$ cat src/rtl/lsu_ctrl_if.sv
// lsu_ctrl_if: core request/response handshake and data-memory bus of the load/store unit
interface lsu_ctrl_if;
    logic        req_valid;
    logic        req_ready;
    logic        req_we;
    logic [2:0]  req_funct3;
    logic [31:0] req_addr;
    logic [31:0] req_wdata;
    logic        resp_valid;
    logic        resp_ready;
    logic [31:0] resp_rdata;
    logic        resp_err;
    logic [1:0]  resp_cause;
    logic        mem_read_ctrl;
    logic        mem_write_ctrl;
    logic [14:0] mem_address;
    logic [1:0]  addr_allign;
    logic        B;
    logic        H;
    logic [31:0] mem_data_write;
    logic [31:0] mem_data_read;

    modport slave (
        input  req_valid, req_we, req_funct3, req_addr, req_wdata, resp_ready, mem_data_read,
        output req_ready, resp_valid, resp_rdata, resp_err, resp_cause,
               mem_read_ctrl, mem_write_ctrl, mem_address, addr_allign, B, H, mem_data_write
    );

    modport master (
        output req_valid, req_we, req_funct3, req_addr, req_wdata, resp_ready, mem_data_read,
        input  req_ready, resp_valid, resp_rdata, resp_err, resp_cause,
               mem_read_ctrl, mem_write_ctrl, mem_address, addr_allign, B, H, mem_data_write
    );
endinterface

$ cat src/rtl/lsu_ctrl.sv
// lsu_ctrl: RV32I load/store unit controller with legality checks and load extension
module lsu_ctrl (
    input logic       clk,
    input logic       rst_n,
    lsu_ctrl_if.slave bus
);
    localparam logic [1:0] IDLE   = 2'd0;
    localparam logic [1:0] ACCESS = 2'd1;
    localparam logic [1:0] RESP   = 2'd2;

    logic [1:0]  state;
    logic        uns_q;
    logic        bad_f3;
    logic        bad_range;
    logic        bad_align;
    logic [1:0]  cause;
    logic [31:0] shifted;
    logic [15:0] half;
    logic [31:0] ext;

    assign bus.req_ready  = state == IDLE;
    assign bus.resp_valid = state == RESP;

    // classify the incoming request: funct3 beats range beats alignment
    always_comb begin
        bad_f3    = bus.req_we ? (bus.req_funct3[2] | (bus.req_funct3[1:0] == 2'b11))
                               : ((bus.req_funct3 == 3'b011) | (bus.req_funct3[2:1] == 2'b11));
        bad_range = |bus.req_addr[31:17];
        bad_align = ((bus.req_funct3[1:0] == 2'b01) & bus.req_addr[0]) |
                    ((bus.req_funct3[1:0] == 2'b10) & (|bus.req_addr[1:0]));
        cause     = bad_f3 ? 2'b11 : bad_range ? 2'b10 : bad_align ? 2'b01 : 2'b00;
    end

    // pick the addressed lane out of the memory word and extend it
    always_comb begin
        shifted = bus.mem_data_read >> {bus.addr_allign, 3'b000};
        half    = bus.addr_allign[1] ? bus.mem_data_read[31:16] : bus.mem_data_read[15:0];
        ext     = bus.H ? {{16{~uns_q & half[15]}}, half}
                : bus.B ? {{24{~uns_q & shifted[7]}}, shifted[7:0]}
                : bus.mem_data_read;
    end

    // request capture, one-cycle memory access, response hold
    always_ff @(posedge clk or negedge rst_n) begin
        if (!rst_n) begin
            state              <= IDLE;
            uns_q              <= 1'b0;
            bus.resp_rdata     <= '0;
            bus.resp_err       <= 1'b0;
            bus.resp_cause     <= 2'b00;
            bus.mem_read_ctrl  <= 1'b0;
            bus.mem_write_ctrl <= 1'b0;
            bus.mem_address    <= '0;
            bus.addr_allign    <= 2'b00;
            bus.B              <= 1'b0;
            bus.H              <= 1'b0;
            bus.mem_data_write <= '0;
        end else begin
            bus.mem_read_ctrl  <= 1'b0;
            bus.mem_write_ctrl <= 1'b0;
            if (state == IDLE) begin
                if (bus.req_valid) begin
                    uns_q              <= bus.req_funct3[2];
                    bus.mem_address    <= bus.req_addr[16:2];
                    bus.addr_allign    <= bus.req_addr[1:0];
                    bus.B              <= bus.req_funct3[1:0] == 2'b00;
                    bus.H              <= bus.req_funct3[1:0] == 2'b01;
                    bus.mem_data_write <= bus.req_wdata;
                    bus.resp_rdata     <= '0;
                    bus.resp_err       <= cause != 2'b00;
                    bus.resp_cause     <= cause;
                    bus.mem_read_ctrl  <= (cause == 2'b00) & ~bus.req_we;
                    bus.mem_write_ctrl <= (cause == 2'b00) & bus.req_we;
                    state              <= (cause == 2'b00) ? ACCESS : RESP;
                end
            end else if (state == ACCESS) begin
                if (bus.mem_read_ctrl) bus.resp_rdata <= ext;
                state <= RESP;
            end else if (state == RESP) begin
                if (bus.resp_ready) state <= IDLE;
            end else begin
                state <= IDLE;
            end
        end
    end
endmodule

$ cat src/flat_wrapper.sv
// flat-port wrapper written by rule: the top's interface ports become plain ports
module lsu_ctrl_flat 
  (clk, rst_n, bus_req_valid, bus_req_we, bus_req_funct3, bus_req_addr, bus_req_wdata, bus_resp_ready, bus_mem_data_read, bus_req_ready, bus_resp_valid, bus_resp_rdata, bus_resp_err, bus_resp_cause, bus_mem_read_ctrl, bus_mem_write_ctrl, bus_mem_address, bus_addr_allign, bus_B, bus_H, bus_mem_data_write);
  lsu_ctrl_if bus_i ();
  input logic clk;
  input logic rst_n;
  input wire logic [$bits(bus_i.req_valid)-1:0] bus_req_valid;
  input wire logic [$bits(bus_i.req_we)-1:0] bus_req_we;
  input wire logic [$bits(bus_i.req_funct3)-1:0] bus_req_funct3;
  input wire logic [$bits(bus_i.req_addr)-1:0] bus_req_addr;
  input wire logic [$bits(bus_i.req_wdata)-1:0] bus_req_wdata;
  input wire logic [$bits(bus_i.resp_ready)-1:0] bus_resp_ready;
  input wire logic [$bits(bus_i.mem_data_read)-1:0] bus_mem_data_read;
  output wire logic [$bits(bus_i.req_ready)-1:0] bus_req_ready;
  output wire logic [$bits(bus_i.resp_valid)-1:0] bus_resp_valid;
  output wire logic [$bits(bus_i.resp_rdata)-1:0] bus_resp_rdata;
  output wire logic [$bits(bus_i.resp_err)-1:0] bus_resp_err;
  output wire logic [$bits(bus_i.resp_cause)-1:0] bus_resp_cause;
  output wire logic [$bits(bus_i.mem_read_ctrl)-1:0] bus_mem_read_ctrl;
  output wire logic [$bits(bus_i.mem_write_ctrl)-1:0] bus_mem_write_ctrl;
  output wire logic [$bits(bus_i.mem_address)-1:0] bus_mem_address;
  output wire logic [$bits(bus_i.addr_allign)-1:0] bus_addr_allign;
  output wire logic [$bits(bus_i.B)-1:0] bus_B;
  output wire logic [$bits(bus_i.H)-1:0] bus_H;
  output wire logic [$bits(bus_i.mem_data_write)-1:0] bus_mem_data_write;
  assign bus_i.req_valid = bus_req_valid;
  assign bus_i.req_we = bus_req_we;
  assign bus_i.req_funct3 = bus_req_funct3;
  assign bus_i.req_addr = bus_req_addr;
  assign bus_i.req_wdata = bus_req_wdata;
  assign bus_i.resp_ready = bus_resp_ready;
  assign bus_i.mem_data_read = bus_mem_data_read;
  assign bus_req_ready = bus_i.req_ready;
  assign bus_resp_valid = bus_i.resp_valid;
  assign bus_resp_rdata = bus_i.resp_rdata;
  assign bus_resp_err = bus_i.resp_err;
  assign bus_resp_cause = bus_i.resp_cause;
  assign bus_mem_read_ctrl = bus_i.mem_read_ctrl;
  assign bus_mem_write_ctrl = bus_i.mem_write_ctrl;
  assign bus_mem_address = bus_i.mem_address;
  assign bus_addr_allign = bus_i.addr_allign;
  assign bus_B = bus_i.B;
  assign bus_H = bus_i.H;
  assign bus_mem_data_write = bus_i.mem_data_write;
  lsu_ctrl u_core (.clk(clk), .rst_n(rst_n), .bus(bus_i));
endmodule
$ cat config.mk
export PLATFORM = sky130hd
export DESIGN_NAME = lsu_ctrl_flat
export DESIGN_NICKNAME = d
export VERILOG_FILES = /design/src/rtl/lsu_ctrl_if.sv /design/src/rtl/lsu_ctrl.sv /design/src/flat_wrapper.sv
export SDC_FILE = /design/constraint.sdc
export NUM_CORES = 1
export LEC_CHECK = 0
export CAP_MARGIN = 20
export CORE_UTILIZATION = 41
export CTS_CLUSTER_DIAMETER = 120
export DETAILED_ROUTE_END_ITERATION = 10
export GPL_TIMING_DRIVEN = 0
export PLACE_DENSITY = 0.81
export SYNTH_ARGS = -nofsm -noshare
export SYNTH_HDL_FRONTEND = slang
export SYNTH_SLANG_ARGS = --single-unit
$ cat constraint.sdc
create_clock -name clk -period 1.9 [get_ports clk]
set_input_delay 0.57 -clock clk [delete_from_list [all_inputs] [get_ports clk]]
set_output_delay 0.57 -clock clk [all_outputs]
set_load 0.01 [all_outputs]
==> impl.org, run 1 <==
** Status
- Status :: completed

** Finish
- Area of combinational cells with multiple inputs :: between 1500 and 2000 um^2
- Area growth from synthesis to final layout :: 57.7%
- The post-route netlist has 8.31% of its cells at a drive strength greater than 1.
- The net count of the finished layout is between 700 and 800.
- The repair_antennas step left the layout with diodes totalling 0.
- Summing all flip-flop and latch instances after layout gives 2280 um^2.
- Total of fill cells in the finished design :: roughly 800

** Logic synthesis
- Summing the areas of all and, or, nand and nor instances in the mapped netlist gives 22.8% of the synthesized area.
- For this run, the number of Yosys warnings is 0.
- Post-synthesis instance area :: 4040 um^2
- Synthesis produced a netlist with a net count of 544.
- Synthesis instantiated 37 different standard cells from the library.
- Of the total synthesized cell area, the portion taken by XOR and XNOR cells is 0%.
- By area, the combinational part of the netlist is dominated by simple AND/OR/NAND/NOR gates.
- Post-synthesis compound-gate area fraction :: 13.8%
- Mean instance size in the synthesized netlist :: 9.18 um^2
- Sequential cells were found to cover 56.4% of the synthesized design area.
- In this run, synthesis inferred 0 flip-flops with an integrated enable.
- Mux cell area share after synthesis :: 3.35%
- Synthesized instance count :: 440
- Adder-cell area share of the yosys netlist :: 0%
- For this run, the leading register cell type out of synthesis is sky130_fd_sc_hd__dfrtp_1.
- The synthesized design contains 91 register bits.
- For this run, asynchronously set or reset flops after synthesis account for 100%.

** Drt
- Starting DRC count in detailed routing :: around 120
- Once detail routing completed, the nets flagged for antenna violations numbered 0.
- The final layout contains routed wiring with a total length of 12000 um.
- Number of detailed-routing iterations run before antenna repair :: 4
- In the final routed layout, each cell accounts on average for 15.4 um.
- Post-detailed-route via-to-cell ratio :: 5.00
- Remaining DRCs :: 0
- Total via count after detailed routing :: 3895

** Clock tree
- The root buffer cell chosen for the clock tree is sky130_fd_sc_hd__clkbuf_8.
- Number of hold buffers added after CTS :: 0
- At the later pin of the worst-skew pair, clock insertion delay measures 0.35 ns.
- CTS tree :: built
- Buffers inserted during clock tree synthesis total 9.
- Number of sinks driven by the clock tree :: 91
- Maximum clock path buffer count :: 2
- Clock transition at path regs :: 0.09 ns
- H-Tree Level Count :: 3

** Global route
- The first global-routing pass estimated between 15000 and 20000 um of wire.
- The via count of the first global-routing pass was 3905.
- Global routing finished with a remaining overflow of 0.
- Pin count of the biggest net entering global routing :: 65
- The initial antenna violation count is 0.
- Overall Global Routing Usage :: 24.3%

** Worst setup path
- Cell-by-cell listing of the critical path :: clkdlybuf4s50_1, mux2i_1, nor3_1, o31a_1, a22o_1
- Critical path type :: primary input to flip-flop
- Endpoint required time on the critical path :: 2.14 ns
- Slowest cell on the critical path :: sky130_fd_sc_hd__clkdlybuf4s50_1
- Element type at the critical path start :: primary input
- Along the worst path, the maximum fanout reaches 8.
- Family of cells with the greatest summed delay on the critical path :: compound AO/OA/AOI/OAI gates
- Critical path's largest stage delay :: 0.49 ns
- STA classifies the critical path endpoint as a flip-flop.
- Data arrival time of the critical path :: 2.10 ns
- Number of buffers and inverters on the critical path :: 1

** Floorplan
- Core footprint :: about 9400 um^2
- The die is 101 um wide.
- The die is between 100 and 150 um tall.
- Die footprint :: 10300 um^2
- Site row count :: 35
- The initial utilization of the core area, before any placement, comes to 43.1%.
- 194 I/O pins were placed.

** Timing
- Final Setup Violations :: 0
- Timing would allow up to between 500 and 600 MHz.
- Headroom to the max-slew limit came out at 69.2%.
- Worst clock skew :: about 0.0087 ns
- Setup repair after global routing left no endpoint under its margin.
- Of the available clock period, the critical path in the final layout requires between 90% and 100%.
- The hold violation total from the final report came to 0.
- Pins Over Slew Limit :: 0
- Hold slack :: 0.128 ns
- For the pin with the worst max-slew slack, the measured transition is approximately 0.46 ns.
- Min Clock Period, post-route :: 1.85 ns

** Min path
- Class of the tightest hold or removal check :: primary input to async pin

** Placed design
- Buffers added on ports :: 193
- The congestion estimate from routability-driven global placement came to 0.820.
- Once detailed placement completed, the half-perimeter wirelength came to 9390 um.

** Flow run
- Max Cap Violations :: 0

** Power
- Post-layout total power :: 0.00544 W
- In this run the static leakage power is 3.00 nW.
- Peak supply drop :: 0.454 mV
- Pwr Density :: 854 nW/um^2
==> repair_timing <==
item                                    CTS  global route
pin swaps                                 0             0
resized for setup                         7             4
endpoints found under the hold margin     0             0
endpoints found under the setup margin    9             4
cloned                                    0             0
buffers inserted                          1             0
==> power breakdown <==
part | switching [W] | total [W] | internal (W) | leakage (nW)
clock | 0.000694 | 0.00130 | 0.000603 | 0.0877
sequential | 0.000151 | 0.00235 | 0.00220 | 1.17
combinational | 0.000869 | 0.00179 | 0.000920 | 1.74
==> sequential cells by signal, indices dropped and copies added (netlist names) <==
register,flops
u_core.uns_q,1
u_core.bus.H,1
u_core.bus.B,1
u_core.bus.resp_err,1
u_core.state,2
u_core.bus.resp_cause,2
u_core.bus.mem_write_ctrl,1
u_core.bus.mem_read_ctrl,1
u_core.bus.mem_data_write,32
u_core.bus.mem_address,15
u_core.bus.resp_rdata,32
u_core.bus.addr_allign,2
==> layer usage <==
metal	GRT usage (%)	wire, um	vias to the layer above
li1	-	-	1867
met1	28.8	4810	1844
met2	42.8	6010	167
met3	6.21	982	17
met4	8.47	220	0
met5	0	0	-
==> cell usage in the layout, fill, tap and decap left out, drive strengths merged, types with 5 or more instances in the layout <==
| cell type | count |
|---|---|
| nand2 | 177 |
| clkbuf | 18 |
| a21oi | 15 |
| dfrtp | 91 |
| o2bb2ai | 7 |
| mux2i | 12 |
| o21ai | 29 |
| buf | 20 |
| a22o | 11 |
| clkdlybuf4s50 | 185 |
| nor4 | 6 |
| inv | 5 |
| nor2 | 29 |
==> stage by stage <==
stage	setup TNS [ns]	std cells	setup slack [ns]	area, um^2	utilization, %
6_report	0	779	0.0468	6370	67.9
5_1_grt	0	779	0.000847	6370	67.9
4_1_cts	0	779	0.0146	6360	67.8
3_5_place_dp	-24.59	763	-0.416	6160	65.7
3_3_place_gp	-297.05	762	-3.03	6130	65.4
2_1_floorplan	0	440	0.389	4040	-
==> synth_stat cells (4+ instances only) <==
cell	number	area (um^2)
sky130_fd_sc_hd__a221oi_1	4	35.0
sky130_fd_sc_hd__buf_2	15	75.1
sky130_fd_sc_hd__o21ai_0	16	80.1
sky130_fd_sc_hd__a21oi_1	15	75.1
sky130_fd_sc_hd__inv_1	4	15.0
sky130_fd_sc_hd__nor2_1	28	105
sky130_fd_sc_hd__o21ai_2	11	96.3
sky130_fd_sc_hd__clkbuf_1	9	33.8
sky130_fd_sc_hd__o2bb2ai_1	7	61.3
sky130_fd_sc_hd__a22o_1	11	96.3
sky130_fd_sc_hd__nor4_1	6	37.5
sky130_fd_sc_hd__o22a_1	4	35.0
sky130_fd_sc_hd__dfrtp_1	91	2280
sky130_fd_sc_hd__nand2_1	177	664
sky130_fd_sc_hd__mux2i_1	11	110
sky130_fd_sc_hd__a21o_1	4	30.0
==> final timing paths <==
| kind | startpoint | cells past startpoint | to | slack, ns |
|---|---|---|---|---|
| setup / recovery | bus_mem_data_read[23] | 5 | u_core.bus.resp_rdata[15] | 0.05 |
| hold / removal | rst_n | 1 | u_core.bus.resp_rdata[1] | 0.13 |
| setup reg to reg | u_core.bus.addr_allign[1] | 5 | u_core.bus.resp_rdata[15] | 0.20 |
| hold reg to reg | u_core.bus.mem_data_write[0] | 2 | u_core.bus.mem_data_write[0] | 0.48 |
| max in group asynchronous | rst_n | 2 | u_core.bus.mem_address[1] | 1.13 |
| min in group clk | u_core.bus.mem_data_write[0] | 2 | u_core.bus.mem_data_write[0] | 0.48 |
==> kinds of logic after synthesis <==
group | count (synthesis)
AND/OR/NAND/NOR | 227
buffers and inverters | 30
flip-flops | 91
multiplexers | 13
AO/OA/AOI/OAI | 79
==> area by class of cell <==
cell class / count / area share, %
repair buffers: 195 / 31.0
clock inverters: 6 / 1.04
well taps: 129 / 2.53
flip-flops and latches: 91 / 35.8
clock buffers: 9 / 1.95
multi-input cells: 319 / 25.4
inverters: 4 / 0.236
plain buffers: 26 / 2.08
(Power assumes the default switching activity.)
==> run 2: changes to the inputs <==
--- a/config.mk
+++ b/config.mk
@@ -9,6 +9,7 @@
 export CORE_UTILIZATION = 41
 export CTS_CLUSTER_DIAMETER = 120
 export DETAILED_ROUTE_END_ITERATION = 10
+export GPL_ROUTABILITY_DRIVEN = 0
 export GPL_TIMING_DRIVEN = 0
 export PLACE_DENSITY = 0.81
 export SYNTH_ARGS = -nofsm -noshare
==> results of run 2 <==
Same layout as run 1: the final DEF is identical, and so are final timing and power.
